<file path="src/rtl/stream_arb_sched_pkg.sv">
// Shared types and defaults for the round-robin stream arbiter.
// Holds the FSM encoding, the 2-bit mode codes and the default geometry.
package stream_arb_sched_pkg;

   typedef enum logic {
      IDLE  = 1'b0,
      GRANT = 1'b1
   } state_t;

   // Mode codes travel with each beat; the arbiter forwards them untouched.
   localparam logic [1:0] MODE_PASS = 2'd0;
   localparam logic [1:0] MODE_INV  = 2'd1;
   localparam logic [1:0] MODE_SWAP = 2'd2;
   localparam logic [1:0] MODE_ZERO = 2'd3;

   localparam int DEF_N_REQ     = 4;
   localparam int DEF_DW        = 8;
   localparam int DEF_BURST_LEN = 4;

   // Increment a requester index, wrapping from n-1 back to 0.
   function automatic logic [1:0] wrap_inc(input logic [1:0] idx, input int n);
      return (int'(idx) == n - 1) ? 2'd0 : idx + 2'd1;
   endfunction

endpackage

</file>
<file path="src/rtl/stream_arb_sched_rr_pick.sv">
// Combinational round-robin picker: first set request at or above ptr_i,
// scanning upward and wrapping modulo N_REQ.
module rr_pick
   import stream_arb_sched_pkg::*;
#(
   parameter int N_REQ = DEF_N_REQ
) (
   input  logic [N_REQ-1:0] req_i,
   input  logic [1:0]       ptr_i,
   output logic [1:0]       idx_o,
   output logic             any_o
);

   int cand;

   always_comb begin
      idx_o = ptr_i;
      any_o = 1'b0;
      cand  = 0;
      for (int k = 0; k < N_REQ; k++) begin
         cand = (int'(ptr_i) + k) % N_REQ;
         if (!any_o && req_i[cand[1:0]]) begin
            any_o = 1'b1;
            idx_o = cand[1:0];
         end
      end
   end

endmodule

</file>
<file path="src/rtl/stream_arb_sched.sv">
// Round-robin burst arbiter feeding one registered output stream.
// Handshake: a beat moves on any edge where valid and ready are both high.
module stream_arb_sched
   import stream_arb_sched_pkg::*;
#(
   parameter int N_REQ     = DEF_N_REQ,
   parameter int DW        = DEF_DW,
   parameter int BURST_LEN = DEF_BURST_LEN
) (
   input  logic               clk,
   input  logic               rst,
   input  logic [N_REQ-1:0]   req_valid,
   input  logic [N_REQ*DW-1:0] req_data,
   input  logic [2*N_REQ-1:0] req_mode,
   output logic [N_REQ-1:0]   req_ready,
   output logic               valid_out,
   input  logic               ready_in,
   output logic [DW-1:0]      data_out,
   output logic [1:0]         mode_out,
   output logic [1:0]         grant_id,
   output logic               busy
);

   state_t        state_q, state_d;
   logic [1:0]    rr_ptr_q, rr_ptr_d;
   logic [1:0]    grant_q, grant_d;
   logic [3:0]    beat_cnt_q, beat_cnt_d;
   logic          valid_q, valid_d;
   logic [DW-1:0] data_q, data_d;
   logic [1:0]    mode_q, mode_d;

   logic [1:0]    pick_idx;
   logic          pick_any;
   logic          g_valid;
   logic          g_ready;
   logic          xfer;

   rr_pick #(.N_REQ(N_REQ)) u_pick (
      .req_i (req_valid),
      .ptr_i (rr_ptr_q),
      .idx_o (pick_idx),
      .any_o (pick_any)
   );

   // The holder may push whenever the output register is empty or draining.
   assign g_valid = req_valid[grant_q];
   assign g_ready = (state_q == GRANT) && (!valid_q || ready_in);
   assign xfer    = g_valid && g_ready;

   always_comb begin
      req_ready          = '0;
      req_ready[grant_q] = g_ready;
   end

   always_comb begin
      state_d    = state_q;
      rr_ptr_d   = rr_ptr_q;
      grant_d    = grant_q;
      beat_cnt_d = beat_cnt_q;
      case (state_q)
         IDLE: begin
            if (pick_any) begin
               state_d    = GRANT;
               grant_d    = pick_idx;
               beat_cnt_d = '0;
            end
         end
         GRANT: begin
            if (xfer) beat_cnt_d = beat_cnt_q + 4'd1;
            // Release on a full burst or when the holder withdraws valid.
            if ((xfer && beat_cnt_d == 4'(BURST_LEN)) || !g_valid) begin
               state_d  = IDLE;
               rr_ptr_d = wrap_inc(grant_q, N_REQ);
            end
         end
      endcase
   end

   always_comb begin
      valid_d = valid_q;
      data_d  = data_q;
      mode_d  = mode_q;
      if (xfer) begin
         valid_d = 1'b1;
         data_d  = req_data[int'(grant_q)*DW +: DW];
         mode_d  = req_mode[int'(grant_q)*2 +: 2];
      end else if (valid_q && ready_in) begin
         valid_d = 1'b0;
      end
   end

   always_ff @(posedge clk or negedge rst) begin
      if (!rst) begin
         state_q    <= IDLE;
         rr_ptr_q   <= '0;
         grant_q    <= '0;
         beat_cnt_q <= '0;
         valid_q    <= 1'b0;
         data_q     <= '0;
         mode_q     <= '0;
      end else begin
         state_q    <= state_d;
         rr_ptr_q   <= rr_ptr_d;
         grant_q    <= grant_d;
         beat_cnt_q <= beat_cnt_d;
         valid_q    <= valid_d;
         data_q     <= data_d;
         mode_q     <= mode_d;
      end
   end

   assign valid_out = valid_q;
   assign data_out  = data_q;
   assign mode_out  = mode_q;
   assign grant_id  = grant_q;
   assign busy      = (state_q == GRANT);

endmodule

</file>
<file path="config.mk">
export PLATFORM = sky130hd
export DESIGN_NAME = stream_arb_sched
export DESIGN_NICKNAME = d
export VERILOG_FILES = /design/src/rtl/stream_arb_sched_pkg.sv /design/src/rtl/stream_arb_sched_rr_pick.sv /design/src/rtl/stream_arb_sched.sv
export SDC_FILE = /design/constraint.sdc
export NUM_CORES = 1
export LEC_CHECK = 0
export CORE_MARGIN = 5
export CORE_UTILIZATION = 55
export DETAILED_ROUTE_END_ITERATION = 10
export DONT_BUFFER_PORTS = 1
export PLACE_DENSITY = 0.7
export REMOVE_ABC_BUFFERS = 1
export SLEW_MARGIN = 20
export SYNTH_ARGS = -nofsm -noshare
export SYNTH_HDL_FRONTEND = slang
export SYNTH_SLANG_ARGS = --single-unit
</file>
<file path="constraint.sdc">
create_clock -name clk -period 2.97 [get_ports clk]
set_input_delay 0.594 -clock clk [delete_from_list [all_inputs] [get_ports clk]]
set_output_delay 0.594 -clock clk [all_outputs]
set_load 0.01 [all_outputs]
</file>
[Word level (Yosys, flattened, before mapping)]
Cells that the tools add are included.
Storage, ports and cells
  register bits: 20
Operators by class
  add/subtract/negate cells: 5
  order comparisons: 6
  equality and inequality tests: 3
  shift-type cells: 2
  muxes and demuxes: 29
  bitwise logic cells: 2
  reduce and logical (&&, ||, !) cells: 18
Operators by type and width (number)
  $shiftx A32 B6 Y8: 1
  $lt A2 B3 Y1 const B: 5
  $mux W1: 14
  $mux W4: 3
  $bmux W1 S2: 5
  $logic_and A1 B1 Y1: 8
  $mux W2: 4
  $pmux W4 S2: 1
  $shiftx A8 B4 Y2: 1
  $logic_not A1 Y1: 5
  $add A2 B1 Y2 const B: 2
  $add A2 B2 Y2 const B: 2
  $add A4 B1 Y4 const B: 1
  $and A4 B4 Y4: 1
  $eq A4 B3 Y1 const B: 1
  $reduce_and A2 Y1: 2
  $demux W1 S2: 1
  $eq A2 B1 Y1 const B: 1
  $ge A2 B1 Y1 const B: 1
  $logic_or A1 B1 Y1: 2
  $ne A2 B2 Y1 const B: 1
  $pmux W1 S2: 1
  $reduce_bool A2 Y1: 1
  $not A1 Y1: 1

[Depth between registers and ports, before layout]
Gate-level depths: netlist (run 1).
  word-level depth: 14
  depth in mapped cells: 6
  mapped depth without buffers: 5

[By module]
A second synthesis (run 1) with hierarchy kept.
Unflattened totals
  cells, all modules: 107
  area, all modules: 1350.0 um^2
Modules (own cells, without submodules)
  stream_arb_sched: times used 1, cells an instance 91, area an instance 1253.7 um^2, sequential area each 500.5 um^2
  rr_pick: times used 1, cells an instance 16, area an instance 96.3 um^2, sequential area each 0.0 um^2

[Worst setup path before layout (run 1)]
No wires, ideal clock.
  path type: reg-to-output
  start point: register grant_q[0] (netlist: grant_id[0])
  end point: output req_ready[0]
  data arrival time: 1.275 ns
  required time: 2.376 ns
  slack: 1.101 ns
  cell stages (with the launch flop): 6
  path through: dfrtp_1 -> buf_6 -> buf_2 -> inv_1 -> ha_1 -> and3_1
Between the ends
  word-level cells in the longest chain between the ends: 5
Ends and longest elaborated chain
  from (decl): line stream_arb_sched.sv:26  | logic [1:0] grant_q, grant_d;
  from (signal assigned): line stream_arb_sched.sv:104  | grant_q <= grant_d;
  $lt A2 B3 Y1 (implied by the code) or $ge A2 B1 Y1 (tied branches): line stream_arb_sched.sv:52  | req_ready[grant_q] = g_ready;
  $logic_and A1 B1 Y1 (implied by the code): line stream_arb_sched.sv:52
  $mux W1 (implied by the code): line stream_arb_sched.sv:52
  $demux W1 S2 (*): line stream_arb_sched.sv:52
  $and A4 B4 Y4 (no source line) (*)
  to (decl): line stream_arb_sched.sv:15  | output logic [N_REQ-1:0] req_ready,
Every way passes the cells marked *; elsewhere a longest branch is shown, timed or not.

[Worst setup path after layout (run 1)]
  start point: register grant_q[1] (netlist: grant_id[1])
  end point: output req_ready[0]
The elaborated chain is that of the path after synthesis.

==> results of run 1 <==
[through the flow]
step / cell area, sq um / hold WS [ps] / instances / total power, mW / util (%)
3_5_place_dp: 1330 / 299 / 129 / 1.29 / 58.4
2_1_floorplan: 1290 / 298 / 100 / 1.14 / -
6_report: 1390 / 544 / 134 / 1.51 / 61.1
4_1_cts: 1390 / 543 / 134 / 1.52 / 61.1
5_1_grt: 1390 / 533 / 134 / 1.62 / 61.1
3_3_place_gp: 1330 / 299 / 129 / 1.26 / 58.4
[synthesized netlist by cell type, drive strengths merged]
| library cell | number | area share, % |
|---|---|---|
| dfrtp | 20 | 37 |
| mux2 | 13 | 12 |
| mux4 | 11 | 19 |
| inv | 8 | 2.2 |
| and3 | 5 | 2.3 |
| ha | 5 | 4.7 |
| nand2 | 5 | 1.4 |
| buf | 4 | 3.0 |
| nor2 | 4 | 1.1 |
| o21ai | 4 | 1.5 |
| clkbuf | 3 | 0.84 |
| nand3 | 3 | 2.1 |
| nand4 | 3 | 1.4 |
| o22ai | 3 | 1.9 |
| nand2b | 2 | 0.94 |
| xor2 | 2 | 1.3 |
| a2111oi | 1 | 0.65 |
| a21oi | 1 | 0.37 |
| a222oi | 1 | 0.75 |
| a31oi | 1 | 0.47 |
| and2 | 1 | 0.47 |
| nor3 | 1 | 0.37 |
| nor3b | 1 | 0.56 |
| nor4 | 1 | 0.47 |
| o2bb2ai | 1 | 0.65 |
| o31ai | 1 | 0.56 |
| or2 | 1 | 0.47 |
| xnor2 | 1 | 0.65 |
[flip-flops by register name, summed over array words and instances (netlist names)]
register and cells:
mode_out 2, busy 1, data_out 8, beat_cnt_q 4
rr_ptr_q 2, valid_out 1, grant_id 2
[tightest hold or removal path, cell delays in order]
cell	delay, ps
inv_1	30
a21oi_1	120
o31ai_1	70
[area by class of cell]
class / instances / area [sq um]
clock buffers: 3 / 22.5
clock inverters: 1 / 30.0
fillers: 182 / 885
inverters: 8 / 30.0
multi-input cells: 72 / 756
flip-flops and latches: 20 / 500
well taps: 28 / 35.0
repair buffers: 2 / 17.5
[cells by family (layout without fill, tap and decap cells)]
logic type	after synthesis	in the layout	share of synthesized area [%]
simple gates	27	27	11.6
mux	24	24	31.4
flops	20	20	37.4
buf+inv	15	14	6.08
compound gates	13	13	6.83
fa+ha+maj	5	5	4.68
xor+xnor	3	3	1.96
[path summary, 6_finish.rpt]
| check | slack, ps | endpoint | from |
|---|---|---|---|
| max | 690 | req_ready[0] | grant_id[1] |
| min | 540 | grant_id[1] | req_valid[1] |
| max reg2reg | 960 | data_out[3] | grant_id[0] |
| min reg2reg | 580 | beat_cnt_q[0] | beat_cnt_q[0] |
| max in group asynchronous | 1560 | rr_ptr_q[1] | rst |
| min in group asynchronous | 850 | data_out[7] | rst |
[power by group]
group | switching [mW] | total, mW | internal [mW]
clock | 0.0899 | 0.226 | 0.136
sequential | 0.223 | 0.623 | 0.400
combinational | 0.270 | 0.662 | 0.392
[layer usage]
metal	GRT usage, %	vias to the layer above
met5	0	-
met1	22.7	443
met2	29.8	44
met3	4.36	8
met4	8.41	0
li1	-	402
[timing repair]
action / 4_1_cts / 5_1_grt
gates resized for setup: 0 / 0
hold endpoints to repair: 20 / 0
hold buffers: 1 / 0
==> metrics.txt, run 1 <==
core area 0.00228 sq mm; maximum root-to-sink buffer count 2; die width 59.3 um; period utilization 76.6%; post-route setup TNS 0 ps; CTS Root Cell clkbuf_4; synthesized instance count 107; skew final 5.14 ps; critical path, cell by cell inv_1 -> ha_1 -> and3_1; dpl hpwl 2250 um; register area share after synthesis 37.4%; Worst-path clk slew 120 ps; Die ar. 0.00352 sq mm; Max Freq 439 MHz; synthesized cell area 0.00134 sq mm; Slew HR 39.0%; Worst setup EP type output pin; VDD IR max 0.599 mV; area added between synthesis and finish 4.02%; status finished, final reports clean; Final GP Congestion 0.736; layout cell share with drive strength beyond 1 28.3%; clock latency on the worst-skew pair 310 ps; Hold Path Class primary input to flip-flop; Seq cells post-synth 20; Worst Path Arrival 1680 ps; # nets final 159; top sig layer met4; Finish-stage setup viols 0; Max Slew Vio Count 0; final hold violation count 0; DRC violations left 0; crit-path leading delay family flip-flops; Netlist cell types 35; maxcap violations 0; largest net degree at the start of global routing 21; Inserted Clock Buffers 3; number of global-route vias before repair 934; DR vias 897; Initial Util 58.8%; Worst Reg-to-Reg Cells 3; Slew @ Worst Pin 912 ps; post-CTS setup buffers 0; crit path time final 2280 ps; Largest stage delay, worst path 790 ps; Port Buffer Count 0; syn avg cell area 12.5 sq um; setup ws final 695 ps; CTS Sinks 20; Setup CP Type flip-flop to output pin; pre-CTS setup slack 953 ps; FP Rows 17; met3 wire len 250 um; highest net fanout along the worst path 16; GRT Resource Usage Total 18.3%; Iteration-0 DRC Markers 31; CTS tree done; most frequent cells in the layout dfrtp_1 (20), mux4_2 (9), inv_1 (8), mux2_2 (8); WL met1 1150 um; met2 routed WL 1480 um; DRT Pass-1 Iters 4; Ys Warns 0; first-pass GRT wire length 4730 um; initial antenna violation count 0; Critical Path RT 2380 ps; IO Pins 65; DIE HEIGHT 59.3 um; P_leak 0.604 nW; CP Launch Type flip-flop; worst hold path cell count 3; Slowest-stage cell, CP dfrtp_1; WL final 2960 um; DR vias/cell 6.69; most common cell after layout, fill and taps aside dfrtp_1; CP Buf/Inv Count 1; post-DR wirelength/cell 22.1 um; Final ANT Viol Nets 0; RSZ-0062 raised after global routing false; P per Cell Area 1090 mW/mm^2; diode count 0; gr ovfl total 0; H-tree Lvls 1; Stages on worst setup path 3
Power figures use the tool's default switching activity.
==> inputs of run 2 (changes only) <==
--- a/config.mk
+++ b/config.mk
@@ -9,7 +9,7 @@
 export CORE_UTILIZATION = 55
 export DETAILED_ROUTE_END_ITERATION = 10
 export DONT_BUFFER_PORTS = 1
-export PLACE_DENSITY = 0.7
+export PLACE_DENSITY = 0.73
 export REMOVE_ABC_BUFFERS = 1
 export SLEW_MARGIN = 20
 export SYNTH_ARGS = -nofsm -noshare
==> constraint.sdc (replaced) <==
create_clock -name clk -period 2 [get_ports clk]
set_input_delay 0.4 -clock clk [delete_from_list [all_inputs] [get_ports clk]]
set_output_delay 0.4 -clock clk [all_outputs]
set_load 0.01 [all_outputs]
==> run 2 against run 1 <==
Die area did not move. Core utilization increased by 0.49 points. Global-route usage down 2.0 points. Cell count increased by 0.75%. Via count grew 1.3%. Clock-buffer cell count stayed put. Total power rose by 49%. Register-to-register slack got worse by 670 ps. Sequential share of layout area shrank 0.29 points. Critical endpoint unchanged.
==> metrics.txt, run 2 (synthesis results as in run 1) <==
Die ar. 0.00352 sq mm (unchanged); H-tree Lvls 1 (unchanged); area added between synthesis and finish 4.86%; DRT Pass-1 Iters 4 (unchanged); M1 GR Usage 19.3% (-3.4 points); CTS tree done; Slowest-stage cell, CP dfrtp_1; clock latency on the worst-skew pair 300 ps (about the same); Worst Path Arrival 1440 ps (-240 ps); period utilization 91.8%; DR vias 909 (+1.3%); Slew @ Worst Pin 877 ps (-34.4 ps); FP Rows 17 (unchanged); CP Launch Type flip-flop; Tot Pwr 2.25 mW (+49%); number of flip-flops under the largest register name 8 (unchanged); Slew HR 41.3% (+2.3 points); DRC violations left 0 (unchanged); highest net fanout along the worst path 16 (unchanged); status finished, final reports clean; diode count 0 (unchanged); post-CTS setup buffers 0 (unchanged); Finish-stage setup viols 0 (unchanged); core area 0.00228 sq mm (unchanged); GRT Resource Usage Total 16.3% (-2.0 points); die width 59.3 um (unchanged); initial antenna violation count 0 (unchanged); Largest stage delay, worst path 410 ps (-380 ps); Final GP Congestion 0.840 (+14%); IO Pins 65 (unchanged); met2 GRT Util 27.8% (-2.0 points); WL final 2780 um (-5.9%); crit path time final 1840 ps; Final ANT Viol Nets 0 (unchanged); gr ovfl total 0 (unchanged); # nets final 160 (+0.63%); CTS Sinks 20 (unchanged); layout cell share with drive strength beyond 1 29.0% (+0.67 points); critical path, cell by cell buf_6 -> inv_1 -> ha_1 -> and3_1; Worst R2R Setup Slack 290 ps (-670 ps); post-route setup TNS 0 ps (unchanged); Setup CP Type flip-flop to output pin; DR vias/cell 6.73 (+0.59%); Inserted Clock Buffers 3 (unchanged); DIE HEIGHT 59.3 um (unchanged); largest net degree at the start of global routing 21 (unchanged); Port Buffer Count 0 (unchanged); CTS Root Cell clkbuf_4; Worst-path clk slew 120 ps (about the same); Max Freq 544 MHz; most frequent cells in the layout dfrtp_1 (20), mux4_2 (9), inv_1 (8), mux2_2 (8); P per Cell Area 1600 mW/mm^2 (+48%); Initial Util 58.8% (unchanged); Iteration-0 DRC Markers 29 (-6.5%); Worst setup EP type output pin; maximum root-to-sink buffer count 2 (unchanged); first-pass GRT wire length 4290 um (-9.3%); post-DR wirelength/cell 20.6 um (-6.6%); Filler cells 173 (-4.9%); M3 GR Usage 6.32% (+2.0 points); Hold Path Class primary input to flip-flop; maxcap violations 0 (unchanged); Max Slew Vio Count 0 (unchanged); RSZ-0062 raised after global routing false; grt peak-use layer met2; final hold violation count 0 (unchanged); number of global-route vias before repair 929 (-0.54%); most common cell after layout, fill and taps aside dfrtp_1; VDD IR max 0.846 mV (+41%); P_leak 0.611 nW (+1.0%); dpl hpwl 2130 um (-5.0%); Critical Path RT 1600 ps (-780 ps); skew final 1.37 ps (-3.78 ps)
[run 2: cell count changes in the layout (fill, tap and decap cells not counted)]
cell   previous run  this run
buf_6             0         1
[run 2: power by group]
part	internal, mW	switching [mW]
Combinational	0.598	0.477
Sequential	0.596	0.248
Clock	0.203	0.128
[run 2: worst max-delay path, delay by kind of cell, from the launching register on]
family	cells	cell delay, ps
adder cells (fa/ha/maj)	1	190
buffers and inverters	2	330
flip-flops	1	410
AND/OR/NAND/NOR	1	200
[run 2: routing by layer]
layer	vias to the layer above	wire length [um]
met5	-	0
met4	0	13
met3	2	280
met2	52	1450
met1	455	1040
li1	400	-
[run 2: final cells by class]
| type | instances | area, sq um | share of cell area, % |
|---|---|---|---|
| clock buffer | 3 | 22.5 | 1.61 |
| inverter | 8 | 30.0 | 2.14 |
| tap | 28 | 35.0 | 2.50 |
| clock inverter | 1 | 30.0 | 2.14 |
| sequential | 20 | 500 | 35.7 |
| multi-input combinational | 72 | 756 | 53.9 |
| timing repair buffer | 3 | 28.8 | 2.05 |
[run 2: final timing paths]
path                                     from             to  cells after the start
worst max-delay path              grant_id[0]   req_ready[0]                      4
worst min-delay path             req_valid[1]    grant_id[1]                      3
worst max register to register    grant_id[0]    data_out[5]                      3
worst min register to register  beat_cnt_q[0]  beat_cnt_q[0]                      1
max in group asynchronous                 rst    data_out[7]                      1
min in group asynchronous                 rst    data_out[1]                      1
[run 2: metrics by stage]
stage | setup slack, ps | cell area, sq um | util, % | std cells | hold slack, ps
4_1_cts | 74.5 | 1400 | 61.5 | 135 | 369
6_report | 163 | 1400 | 61.6 | 135 | 386
2_1_floorplan | -123 | 1290 | - | 100 | 104
5_1_grt | 64.4 | 1400 | 61.6 | 135 | 401
3_5_place_dp | 331 | 1340 | 58.7 | 130 | 105
3_3_place_gp | 347 | 1340 | 58.7 | 130 | 105
[run 2: timing repair]
action	4_1_cts	5_1_grt
resized for setup	0	1
hold buffers	1	0
endpoints found under the setup margin	0	1
endpoints found under the hold margin	20	0
==> inputs of run 3 (changes only) <==
--- a/config.mk
+++ b/config.mk
@@ -6,12 +6,13 @@
 export NUM_CORES = 1
 export LEC_CHECK = 0
 export CORE_MARGIN = 5
-export CORE_UTILIZATION = 55
+export CORE_UTILIZATION = 45
 export DETAILED_ROUTE_END_ITERATION = 10
 export DONT_BUFFER_PORTS = 1
-export PLACE_DENSITY = 0.73
+export MAX_ROUTING_LAYER = met4
 export REMOVE_ABC_BUFFERS = 1
 export SLEW_MARGIN = 20
 export SYNTH_ARGS = -nofsm -noshare
 export SYNTH_HDL_FRONTEND = slang
+export SYNTH_HIERARCHICAL = 1
 export SYNTH_SLANG_ARGS = --single-unit
==> run 3 against run 2 <==
Maximum frequency down 0.50%. Critical path depth unchanged. Clock power about the same. Routed wire length up 4.6%. Global-route usage down 1.2 points. Critical endpoint is now req_ready[2].
==> metrics.txt, run 3 <==
status finished, final reports clean; post-synth top area share 37.1% (-0.35 points); post-DR wirelength/cell 20.8 um (+0.83%); Synth Area in Adders 4.63% (-0.043 points); Die ar. 0.00420 sq mm (+19%); Post-synth EDFFs 0 (unchanged); Worst Path Arrival 1450 ps (about the same); Placed Area 0.00136 sq mm (+1.6%); clock network fraction of design power 14.3% (-0.4 points); Final ANT Viol Nets 0 (unchanged); Final GP Congestion 0.674 (-20%); most frequent cells in the layout dfrtp_1 (20), mux2_2 (12), mux4_2 (8), nand2_1 (7); worst hold start req_valid[0]; number of global-route vias before repair 989 (+6.5%); Worst Setup SP grant_id[0]; initial antenna violation count 0 (unchanged); fin area 0.00142 sq mm (+1.5%); RSZ-0062 raised after global routing false; Hold Path Class primary input to flip-flop; area fraction in compound gates after synthesis 5.65% (-1.2 points); Comb pwr share 49.6% (+1.8 points); first-pass GRT wire length 4730 um (+10%); number of flip-flops under the largest register name 8 (unchanged); top cells by area, synth dfrtp_1 (37%), mux4_2 (13%), mux2_2 (10%); synthesized cell area 0.00135 sq mm (+0.94%); Flop pwr share 36.1% (-1.4 points); P per Cell Area 1620 mW/mm^2 (+1.2%); synthesized instance count 107 (unchanged); layout cell share with drive strength beyond 1 30.3% (+1.3 points); period utilization 92.3% (+0.46 points); post-CTS setup buffers 0 (unchanged); Netlist cell types 30 (-14%); dpl hpwl 2270 um (+6.4%); WL final 2910 um (+4.6%); IO Pins 65 (unchanged); GRT Resource Usage Total 15.1% (-1.2 points); Iteration-0 DRC Markers 32 (+10%); Internal Power 1.43 mW (+2.3%); WHS 385 ps (-1.18 ps); P_leak 0.638 nW (+4.4%); clock latency on the worst-skew pair 300 ps (about the same); Filler cells 255 (+47%); diode count 0 (unchanged); syn avg cell area 12.6 sq um (+0.94%); Finish-stage setup viols 0 (unchanged); # nets final 162 (+1.3%); core area 0.00281 sq mm (+23%); final core occ 50.8% (-11 points); FP Rows 19 (+2); area leader, netlist dfrtp_1; DR vias 870 (-4.3%); register area share after synthesis 37.1% (-0.35 points); CTS tree done; Seq cells post-synth 20 (unchanged); Slew HR 41.1% (-0.22 points); die width 64.8 um (+9.2%); top cells by count, synth dfrtp_1 (20), mux2_2 (12), mux4_2 (8), nand2_1 (7); DIE HEIGHT 64.8 um (+9.2%); Setup CP Type flip-flop to output pin; Max Slew Vio Count 0 (unchanged); Slew @ Worst Pin 880 ps (+3.22 ps); gr ovfl total 0 (unchanged); ys async rst share 100% (unchanged); Synth Area in XOR/XNOR 1.95% (-0.018 points); worst r2r src grant_id[0]; Critical Path RT 1600 ps (about the same); largest family of logic cells by synthesized area multiplexers; DRC violations left 0 (unchanged); DR vias/cell 6.21 (-7.7%); multiplexer share of the synthesized area 31.4% (about the same); Initial Util 48.1% (-11 points); Worst R2R Setup Slack 250 ps (-40 ps); maxcap violations 0 (unchanged); H-tree Lvls 1 (unchanged); Post-Synth Simple-Gate Area 13.9% (+2.3 points); Port Buffer Count 0 (unchanged); Ys Warns 6 (+6); Worst setup EP type output pin; maximum root-to-sink buffer count 2 (unchanged); final hold violation count 0 (unchanged); largest net degree at the start of global routing 21 (unchanged); VDD IR max 0.718 mV (-15%); CTS Sinks 20 (unchanged); highest net fanout along the worst path 16 (unchanged); area added between synthesis and finish 5.47%; Inserted Clock Buffers 3 (unchanged); most common cell after layout, fill and taps aside dfrtp_1; most numerous cell in the Yosys netlist dfrtp_1; CP Launch Type flip-flop; Worst-path clk slew 120 ps (about the same); Sw Share 38.2% (+0.26 points); crit path time final 1850 ps (+9.16 ps); Max Freq 542 MHz (-0.50%); DRT Pass-1 Iters 4 (unchanged); CTS Root Cell clkbuf_4; total net switching power 883 uW (+3.5%); predominant post-synthesis flop cell dfrtp_1; skew final 4.58 ps (+3.21 ps)
==> run 3: cell types whose count changed in the layout (fill, tap and decap cells not counted), moves of 2 or more <==
| cell | previous run | this run |
|---|---|---|
| inv_1 | 8 | 5 |
| mux2_2 | 8 | 12 |
| mux2_4 | 5 | 2 |
| nand2_1 | 5 | 7 |
| nand3_1 | 2 | 5 |
| or3_1 | 0 | 2 |
==> run 3: metrics by stage <==
stage,power (mW),cells,setup TNS (ps),setup WS (ps)
floorplan,1.71,101,-1450,-126
global placement,1.95,135,0,289
CTS,2.33,140,0,62.5
global route,2.49,140,0,49.0
finish,2.31,140,0,154
detailed placement,1.99,135,0,264
==> run 3: cell type report <==
class                   instances  area (sq um)  area share, %
multi-input cells              76           777           54.6
flip-flops and latches         20           500           35.1
well taps                      31          38.8           2.72
repair buffers                  4          36.3           2.55
clock inverters                 1          30.0           2.11
clock buffers                   3          22.5           1.58
inverters                       5          18.8           1.32
==> run 3: worst max-delay path: stages (launching register included) <==
cell and delay, ps:
dfrtp_1 400, buf_6 240, inv_1 100, ha_1 200, and3_1 200
==> run 3: final timing paths <==
kind	end	depth (start not counted)
min reg2reg	beat_cnt_q[1]	2
max in group asynchronous	beat_cnt_q[3]	1
min in group asynchronous	rr_ptr_q[1]	1
min	beat_cnt_q[2]	3
max reg2reg	data_out[2]	3
max	req_ready[2]	4
==> run 3: cells by family after synthesis <==
| group | after synthesis |
|---|---|
| XOR/XNOR | 3 |
| AO/OA/AOI/OAI | 10 |
| multiplexers | 25 |
| AND/OR/NAND/NOR | 33 |
| flip-flops | 20 |
| adder cells (fa/ha/maj) | 5 |
| buffers and inverters | 11 |
==> run 3: per-layer routing <==
layer / vias to the layer above / track usage (%) / wire length (um)
met4: 0 / 4.75 / 32
met5: - / - / 0
met1: 420 / 17.1 / 1190
met2: 42 / 24.8 / 1420
li1: 403 / - / -
met3: 5 / 5.70 / 260
==> run 3: what timing repair did <==
action,in CTS,in global routing
endpoints found under the hold margin,20,0
setup endpoints to repair,0,2
gates resized for setup,0,1
hold buffers,1,0
==> run 3: power groups by stage <==
| stage | clock network (mW) | logic, mW | registers, mW |
|---|---|---|---|
| after floorplan | 0 | 0.810 | 0.902 |
| after global placement | 0 | 1.11 | 0.840 |
| after detailed placement | 0 | 1.15 | 0.844 |
| after CTS | 0.337 | 1.16 | 0.837 |
| after global routing | 0.359 | 1.26 | 0.864 |
| final | 0.331 | 1.15 | 0.834 |
